===== src/rtl/mem_arb_pkg.sv =====
// Shared types and constants for the unified-memory port arbiter.
package mem_arb_pkg;

    typedef enum logic [1:0] {
        IDLE  = 2'd0,
        ISSUE = 2'd1,
        WAIT  = 2'd2,
        DONE  = 2'd3
    } state_t;

    typedef enum logic {
        OWN_IF = 1'b0,
        OWN_DM = 1'b1
    } owner_t;

    localparam int unsigned BE_W = 4;

endpackage


===== src/rtl/arb_pick.sv =====
// Grant selection between fetch and data requests.
// With MEM_ARB_RR_EN the caller feeds a last-served pointer; otherwise the
// pointer is tied to "IF last", which makes DM win every contention.
module arb_pick
    import mem_arb_pkg::*;
(
    input  logic if_req,
    input  logic dm_req,
    input  logic last_dm,
    output logic grant_valid,
    output logic grant_dm
);

    owner_t pick;

    // On contention the requester not served last wins.
    always_comb begin
        grant_valid = if_req | dm_req;
        pick        = OWN_DM;
        if (if_req && dm_req) begin
            pick = last_dm ? OWN_IF : OWN_DM;
        end else if (if_req) begin
            pick = OWN_IF;
        end
        grant_dm = (pick == OWN_DM);
    end

endmodule


===== src/rtl/mem_port_arbiter.sv =====
// Single-port memory arbiter between instruction fetch and data access.
// One access at a time: IDLE -> ISSUE -> WAIT (MEM_LAT cycles) -> DONE.
// Optional macro MEM_ARB_RR_EN enables round-robin arbitration; without it
// DM has fixed priority over IF.
module mem_port_arbiter
    import mem_arb_pkg::*;
#(
    parameter int unsigned ADDR_W  = 32,
    parameter int unsigned DATA_W  = 32,
    parameter int unsigned MEM_LAT = 2
) (
    input  logic              clk,
    input  logic              reset,
    input  logic              if_req,
    input  logic [ADDR_W-1:0] if_addr,
    output logic              if_ack,
    output logic [DATA_W-1:0] if_rdata,
    output logic              if_stall,
    input  logic              dm_req,
    input  logic              dm_we,
    input  logic [BE_W-1:0]   dm_be,
    input  logic [ADDR_W-1:0] dm_addr,
    input  logic [DATA_W-1:0] dm_wdata,
    output logic              dm_ack,
    output logic [DATA_W-1:0] dm_rdata,
    output logic              dm_stall,
    output logic              mem_en,
    output logic              mem_we,
    output logic [BE_W-1:0]   mem_be,
    output logic [ADDR_W-1:0] mem_addr,
    output logic [DATA_W-1:0] mem_wdata,
    input  logic [DATA_W-1:0] mem_rdata
);

    localparam int unsigned CNT_W = (MEM_LAT > 1) ? $clog2(MEM_LAT) : 1;

    state_t            state_q;
    logic [CNT_W-1:0]  cnt_q;
    owner_t            owner_q;
    logic              we_q;
    logic              mem_en_q;
    logic              mem_we_q;
    logic [BE_W-1:0]   mem_be_q;
    logic [ADDR_W-1:0] mem_addr_q;
    logic [DATA_W-1:0] mem_wdata_q;
    logic              if_ack_q;
    logic              dm_ack_q;
    logic [DATA_W-1:0] if_rdata_q;
    logic [DATA_W-1:0] dm_rdata_q;

    logic grant_valid;
    logic grant_dm;
    logic last_dm;

`ifdef MEM_ARB_RR_EN
    owner_t last_q;

    // Last-served pointer, updated on every grant taken in IDLE.
    always_ff @(posedge clk) begin
        if (reset) begin
            last_q <= OWN_IF;
        end else if (state_q == IDLE && grant_valid) begin
            last_q <= grant_dm ? OWN_DM : OWN_IF;
        end
    end

    assign last_dm = (last_q == OWN_DM);
`else
    assign last_dm = 1'b0;
`endif

    arb_pick u_pick (
        .if_req      (if_req),
        .dm_req      (dm_req),
        .last_dm     (last_dm),
        .grant_valid (grant_valid),
        .grant_dm    (grant_dm)
    );

    // Access sequencer with registered memory strobes, acks and read data.
    always_ff @(posedge clk) begin
        if (reset) begin
            state_q     <= IDLE;
            cnt_q       <= '0;
            owner_q     <= OWN_IF;
            we_q        <= 1'b0;
            mem_en_q    <= 1'b0;
            mem_we_q    <= 1'b0;
            mem_be_q    <= '0;
            mem_addr_q  <= '0;
            mem_wdata_q <= '0;
            if_ack_q    <= 1'b0;
            dm_ack_q    <= 1'b0;
            if_rdata_q  <= '0;
            dm_rdata_q  <= '0;
        end else begin
            if_ack_q <= 1'b0;
            dm_ack_q <= 1'b0;
            case (state_q)
                IDLE: begin
                    if (grant_valid) begin
                        state_q  <= ISSUE;
                        mem_en_q <= 1'b1;
                        if (grant_dm) begin
                            owner_q     <= OWN_DM;
                            we_q        <= dm_we;
                            mem_we_q    <= dm_we;
                            mem_be_q    <= dm_be;
                            mem_addr_q  <= dm_addr;
                            mem_wdata_q <= dm_wdata;
                        end else begin
                            owner_q     <= OWN_IF;
                            we_q        <= 1'b0;
                            mem_we_q    <= 1'b0;
                            mem_be_q    <= '1;
                            mem_addr_q  <= if_addr;
                            mem_wdata_q <= '0;
                        end
                    end
                end
                ISSUE: begin
                    state_q     <= WAIT;
                    cnt_q       <= CNT_W'(MEM_LAT - 1);
                    mem_en_q    <= 1'b0;
                    mem_we_q    <= 1'b0;
                    mem_be_q    <= '0;
                    mem_addr_q  <= '0;
                    mem_wdata_q <= '0;
                end
                WAIT: begin
                    if (cnt_q == '0) begin
                        state_q <= DONE;
                        if (owner_q == OWN_DM) begin
                            dm_ack_q <= 1'b1;
                            if (!we_q) begin
                                dm_rdata_q <= mem_rdata;
                            end
                        end else begin
                            if_ack_q   <= 1'b1;
                            if_rdata_q <= mem_rdata;
                        end
                    end else begin
                        cnt_q <= cnt_q - CNT_W'(1);
                    end
                end
                DONE: begin
                    state_q <= IDLE;
                end
                default: begin
                    state_q <= IDLE;
                end
            endcase
        end
    end

    assign mem_en    = mem_en_q;
    assign mem_we    = mem_we_q;
    assign mem_be    = mem_be_q;
    assign mem_addr  = mem_addr_q;
    assign mem_wdata = mem_wdata_q;
    assign if_ack    = if_ack_q;
    assign dm_ack    = dm_ack_q;
    assign if_rdata  = if_rdata_q;
    assign dm_rdata  = dm_rdata_q;
    assign if_stall  = if_req & ~if_ack_q;
    assign dm_stall  = dm_req & ~dm_ack_q;

endmodule


===== config.mk =====
export PLATFORM = sky130hd
export DESIGN_NAME = mem_port_arbiter
export DESIGN_NICKNAME = d
export VERILOG_FILES = /design/src/rtl/mem_arb_pkg.sv /design/src/rtl/arb_pick.sv /design/src/rtl/mem_port_arbiter.sv
export SDC_FILE = /design/constraint.sdc
export NUM_CORES = 1
export LEC_CHECK = 0
export BUFFER_PORTS_ARGS = -buffer_cell sky130_fd_sc_hd__buf_2
export CAP_MARGIN = 15
export CORE_ASPECT_RATIO = 0.8
export CORE_MARGIN = 2
export CORE_UTILIZATION = 40
export DETAILED_ROUTE_END_ITERATION = 16
export HOLD_SLACK_MARGIN = 0.08
export PLACE_DENSITY = 0.8
export SLEW_MARGIN = 20
export SYNTH_ARGS = -nofsm -noshare
export SYNTH_HDL_FRONTEND = slang
export SYNTH_SLANG_ARGS = --single-unit

===== constraint.sdc =====
create_clock -name clk -period 5.09 [get_ports clk]
set_clock_uncertainty 0.15 [all_clocks]
set_input_delay 0.509 -clock clk [delete_from_list [all_inputs] [get_ports clk]]
set_output_delay 0.509 -clock clk [all_outputs]
set_load 0.05 [all_outputs]

==> impl_metrics.json, run 1 <==
{
  "max_freq_mhz": 329,
  "synthFlopType": "dfxtp_1",
  "top_layer_used": "met5",
  "avgSynthCellArea_um2": 9.74,
  "post-route-period-util_pct": 59.7,
  "port_buffers": 274,
  "dr.pass1.iters": 5,
  "path_max_fanout": 38,
  "crit_type": "reg -> reg",
  "p_leak_nw": 3.32,
  "grt_pass1_vias": 4718,
  "holdBufCountCts": 0,
  "synth_cells": 532,
  "max-slew-margin-rel_pct": 31.5,
  "routed_wl_um": 15200,
  "die_x_um": 131,
  "cts_tree": "done",
  "p_int_mw": 2.50,
  "initial_core_util_pct": 40.7,
  "p_seq_share_pct": 33.5,
  "async_reset_ff_share_pct": 0,
  "hpwl_um": 10800,
  "htreeDepth": 4,
  "clkSlewWorstSetupHoldPaths_ns": 0.06,
  "synthTopCellsByCount": "141 x dfxtp_1, 131 x nand2_1, 68 x a21oi_1, 33 x a22o_1, 33 x a22oi_1",
  "core.rowCount": 37,
  "crit_path_end_kind": "flop",
  "drv_slew": 0,
  "clockBufferDepth": 2,
  "synth.top_cell.area_share_pct": 54.5,
  "numCtsBuffers": 17,
  "outcome": "finished, final reports clean",
  "avgRoutedWirePerCell_um": 15.6,
  "dp.cells": 943,
  "drive_above_1_share_pct": 42.8,
  "num_vias": 4937,
  "worstPathArrival_ns": 3.24,
  "peakVddDrop_v": 0.000341,
  "drt_iter0_drc": 206,
  "ys.warnings.count": 0,
  "period_minus_slack_ns": 3.04,
  "vias_per_cell": 5.05,
  "grt_first_pass_wirelength_um": 23900,
  "gp_congestion": 0.787,
  "cts_resized": 0,
  "tns_ns": 0,
  "clkLatencyLatePin_ns": 0.40,
  "cts.sinks": 141,
  "cts_setup_buffers": 0,
  "critPathLaunchType": "flop",
  "swShare_pct": 42.6,
  "yosys.area.top_type": "dfxtp_1",
  "wl_met2_um": 7520,
  "antenna_found_initial": 4,
  "combinationalPowerShare_pct": 37.6,
  "seq_area_frac_synth_pct": 54.5,
  "p_total_mw": 4.35,
  "synth_nets": 675,
  "root_buffer": "clkbuf_16",
  "tightest_slew_ns": 1.03,
  "final_util_pct": 56.9,
  "worstPathRequired_ns": 5.29,
  "area_growth_pct": 39.9,
  "setup_violations": 0,
  "dieArea_um2": 13900,
  "ys_ff_latch": 141,
  "grt_usage_pct": 21.6,
  "powerDensity_nw_per_um2": 601,
  "dieHeight_um": 106,
  "route.layer.met1.wl_um": 6150,
  "synthTopCellsByArea": "dfxtp_1 54%, nand2_1 9.5%, a21oi_1 6.6%, o2bb2ai_2 5.8%, a22o_1 5.6%",
  "final_hold_viol_count": 0,
  "clkPwrFrac_pct": 28.9,
  "p_sw_mw": 1.85,
  "synth-edff-count": 0,
  "wl_met3_um": 1250,
  "drc": 0,
  "synth_area_um2": 5180,
  "yosysMostFrequentCell": "dfxtp_1",
  "postRouteAntennaNets": 0,
  "io_pins": 275,
  "hp-class": "in -> reg",
  "stdcell_count": 977,
  "grt_max_degree": 76,
  "coreArea_um2": 12700,
  "synth.distinct_cells": 35,
  "final_nets": 930,
  "grt_setup_unrepaired": "false",
  "max-cap-violations": 0,
  "grt-ovfl-total": 0
}
==> sequential cells by signal (all words and copies together), names as in the netlist <==
| signal | count |
|---|---|
| state_q | 2 |
| mem_we | 1 |
| owner_q | 1 |
| mem_be | 4 |
| cnt_q | 1 |
| if_ack | 1 |
| dm_ack | 1 |
| mem_addr | 32 |
| if_rdata | 32 |
| mem_wdata | 32 |
| mem_en | 1 |
| dm_rdata | 32 |
| we_q | 1 |
==> kinds of logic after synthesis <==
logic type	count (synthesis)	synth area share, %
buffers and inverters	48	4.49
and+or+nand+nor	156	12.6
adders and majority gates	6	1.45
DFF	141	54.5
AOI/OAI and AO/OA	181	27.0
==> area by class of cell <==
| cell class | instances | area [µm²] |
|---|---|---|
| fill | 1125 | 5480 |
| tap | 175 | 219 |
| multi-input combinational | 343 | 2160 |
| timing repair buffer | 282 | 1430 |
| clock inverter | 13 | 153 |
| inverter | 2 | 7.51 |
| antenna | 2 | 5.00 |
| clock buffer | 19 | 453 |
| sequential | 141 | 2820 |
==> critical path, stage by stage, from the launching register on <==
cell	delay, ns
dfxtp_1	0.32
inv_1	0.14
ha_1	0.31
or3b_1	0.57
a21oi_4	0.88
buf_4	0.42
a22o_1	0.17
==> power groups by stage <==
stage | registers [mW] | logic (mW) | clock network, mW
global placement | 1.47 | 1.63 | 0
global route | 1.48 | 1.74 | 1.34
detailed placement | 1.47 | 1.64 | 0
finish | 1.46 | 1.64 | 1.26
CTS | 1.46 | 1.65 | 1.28
floorplan | 2.15 | 0.584 | 0
==> layout by cell type, fill, tap and decap left out, types with 2 or more instances in the layout <==
cell and n:
o2bb2ai_2 20, nor2_1 7, nand2b_1 4, buf_4 8
inv_1 2, o2111ai_1 4, diode_2 2, nand2_1 131
o21ai_0 5, a21oi_1 68, nor2b_1 2, clkbuf_16 17
a22o_1 33, ha_1 6, dfxtp_1 141, o2bb2ai_1 12
a22oi_1 33, clkbuf_8 2, bufinv_16 2, clkinv_4 5
inv_6 5, buf_2 274
==> metal layers <==
metal	up-vias	track usage, %
li1	2403	-
met1	2305	24.4
met2	202	37.5
met3	23	7.84
met4	4	7.76
met5	-	0
==> through the flow <==
| step | instance area, µm² | hold slack [ns] | setup slack [ns] |
|---|---|---|---|
| final | 7250 | 0.165 | 2.05 |
| after global routing | 7240 | 0.140 | 1.81 |
| after CTS | 7240 | 0.143 | 2.03 |
| after detailed placement | 6640 | 0.291 | 1.92 |
| after global placement | 6640 | 0.289 | 1.99 |
| after floorplan | 5180 | 0.319 | 2.64 |
==> path summary, 6_finish.rpt <==
check | from | end | slack [ns] | depth (start not counted)
max | state_q[1]$_SDFFE_PP0P_ | mem_wdata[16]$_SDFFE_PP0P_ | 2.05 | 6
min | dm_wdata[19] | mem_wdata[19]$_SDFFE_PP0P_ | 0.16 | 2
min reg2reg | dm_rdata[16]$_SDFFE_PP0P_ | dm_rdata[16]$_SDFFE_PP0P_ | 0.30 | 2
max reg2reg | state_q[1]$_SDFFE_PP0P_ | mem_wdata[16]$_SDFFE_PP0P_ | 2.05 | 6
Note: power is estimated with default switching activity, not from simulation.
==> inputs of run 2 (changes only) <==
- clock period: 5.09 -> 2.81 ns (I/O delays scaled with it)
==> run 2 against run 1 <==
Compared with the run above:
- fmax rose by 30%
- power rose by 83%
- sequential power rose by 82%
- clock power rose by 70%
- global-route usage rose by 4.5 points
- combinational power rose by 94%
- cell area rose by 18%
- first-iteration DRC count rose by 50%
- routed wire length rose by 22%
- utilization rose by 10 points
- clock-buffer cell count rose by 1
- critical path depth fell by 1
- largest cell class unchanged
- largest power group unchanged
==> impl_metrics.json, run 2 (synthesis gave the netlist of run 1 again) <==
{
  "hp-class": "in -> reg",
  "dieArea_um2": 13900,
  "drt_iter0_drc": 308,
  "setup_violations": 0,
  "area_growth_pct": 65.0,
  "post-route-period-util_pct": 83.4,
  "core.rowCount": 37,
  "tightest_slew_ns": 0.986,
  "hold_start": "dm_req",
  "layout_common_cells": "274 x buf_2, 141 x dfxtp_1, 133 x dlygate4sd3_1",
  "num_vias": 5640,
  "io_pins": 275,
  "p_leak_nw": 3.82,
  "avgRoutedWirePerCell_um": 16.7,
  "path_max_fanout": 32,
  "crit_type": "reg -> reg",
  "final_nets": 1063,
  "htreeDepth": 4,
  "grt_pass1_vias": 5541,
  "num_antenna_cells": 0,
  "drv_slew": 0,
  "crit_path_end_kind": "flop",
  "max-slew-margin-rel_pct": 34.3,
  "grt_usage_pct": 26.0,
  "max_freq_mhz": 427,
  "worstPathArrival_ns": 2.48,
  "dr.pass1.iters": 5,
  "hpwl_um": 10500,
  "numCtsBuffers": 17,
  "routed_wl_um": 18500,
  "grt_max_degree": 74,
  "cts_tree": "done",
  "critPathLaunchType": "flop",
  "reg2reg_slack_ns": 0.47,
  "clkLatencyLatePin_ns": 0.40,
  "crit_start": "state_q[0]$_SDFFE_PP0P_",
  "clkSlewWorstSetupHoldPaths_ns": 0.06,
  "antenna_found_initial": 1,
  "postRouteAntennaNets": 0,
  "final_hold_viol_count": 0,
  "final_common_cell": "buf_2",
  "grt-ovfl-total": 0,
  "root_buffer": "clkbuf_16",
  "max-cap-violations": 0,
  "drc": 0,
  "gp_congestion": 0.818,
  "reg2reg_from": "state_q[0]$_SDFFE_PP0P_",
  "fillers": 949,
  "vias_per_cell": 5.09,
  "port_buffers": 274,
  "dieHeight_um": 106,
  "peakVddDrop_v": 0.000599,
  "die_x_um": 131,
  "grt_setup_unrepaired": "false",
  "cts.sinks": 141,
  "clockBufferDepth": 2,
  "tns_ns": 0,
  "coreArea_um2": 12700,
  "grt_first_pass_wirelength_um": 28800,
  "outcome": "finished, final reports clean",
  "p_total_mw": 7.96,
  "initial_core_util_pct": 40.7,
  "drive_above_1_share_pct": 36.5,
  "period_minus_slack_ns": 2.34,
  "worstPathRequired_ns": 2.94,
  "cts_setup_buffers": 0,
  "powerDensity_nw_per_um2": 931
}
-- run 2: changes by cell type in the layout (fill, tap and decap cells not counted) --
cell / delta
buf_4: -1
diode_2: -2
clkinvlp_4: +3
clkbuf_1: +1
dlygate4sd3_1: +133
clkinv_4: -3
bufinv_16: -1
buf_12: +1
inv_6: -1
-- run 2: final timing paths --
check | to | depth (start not counted)
worst max register to register | mem_wdata[31]$_SDFFE_PP0P_ | 5
worst max-delay path | mem_wdata[31]$_SDFFE_PP0P_ | 5
worst min-delay path | owner_q$_SDFFE_PP0P_ | 3
worst min register to register | if_rdata[24]$_SDFFE_PP0P_ | 2
-- run 2: routing by layer --
layer	vias up	GRT usage (%)	share of wire [%]
met5	-	0	0.086
met4	2	13.7	4.4
met3	62	8.51	8.3
met2	272	44.4	49
met1	2638	29.1	39
li1	2666	-	-
-- run 2: timing repair --
item / 4_1_cts / 5_1_grt
gates resized for setup: 0 / 0
endpoints found under the hold margin: 133 / 0
hold buffers: 133 / 0
-- run 2: area by class of cell --
type	count	area (µm²)	share of cell area, %
Clock buffer	20	457	5.34
Multi-Input combinational cell	343	2160	25.2
Clock inverter	11	110	1.29
Sequential cell	141	2820	33.0
Inverter	2	7.51	0.0878
Timing Repair Buffer	415	2780	32.5
Tap cell	175	219	2.56
-- run 2: metrics by stage --
step	util [%]	setup WS [ns]	area (µm²)	instances	hold slack, ns
finish	67.1	0.468	8550	1107	0.115
global route	67.1	0.269	8550	1107	0.126
CTS	67.1	0.470	8550	1107	0.0857
detailed placement	52.2	0.479	6650	943	0.293
global placement	52.2	0.532	6650	943	0.289
floorplan	-	0.815	5180	532	0.264
-- run 2: where the power goes --
part           total [mW]  internal [mW]  switching [mW]
Combinational        3.18          0.901            2.27
Clock                2.14           1.27           0.865
Sequential           2.65           2.40           0.252
Total                7.96           4.57            3.39
-- run 2: worst max-delay path, cell delays in order (launching register included) --
cell,delay [ns]
dfxtp_1,0.37
inv_1,0.11
ha_1,0.28
or2_2,0.39
o211a_1,0.51
a22o_1,0.40
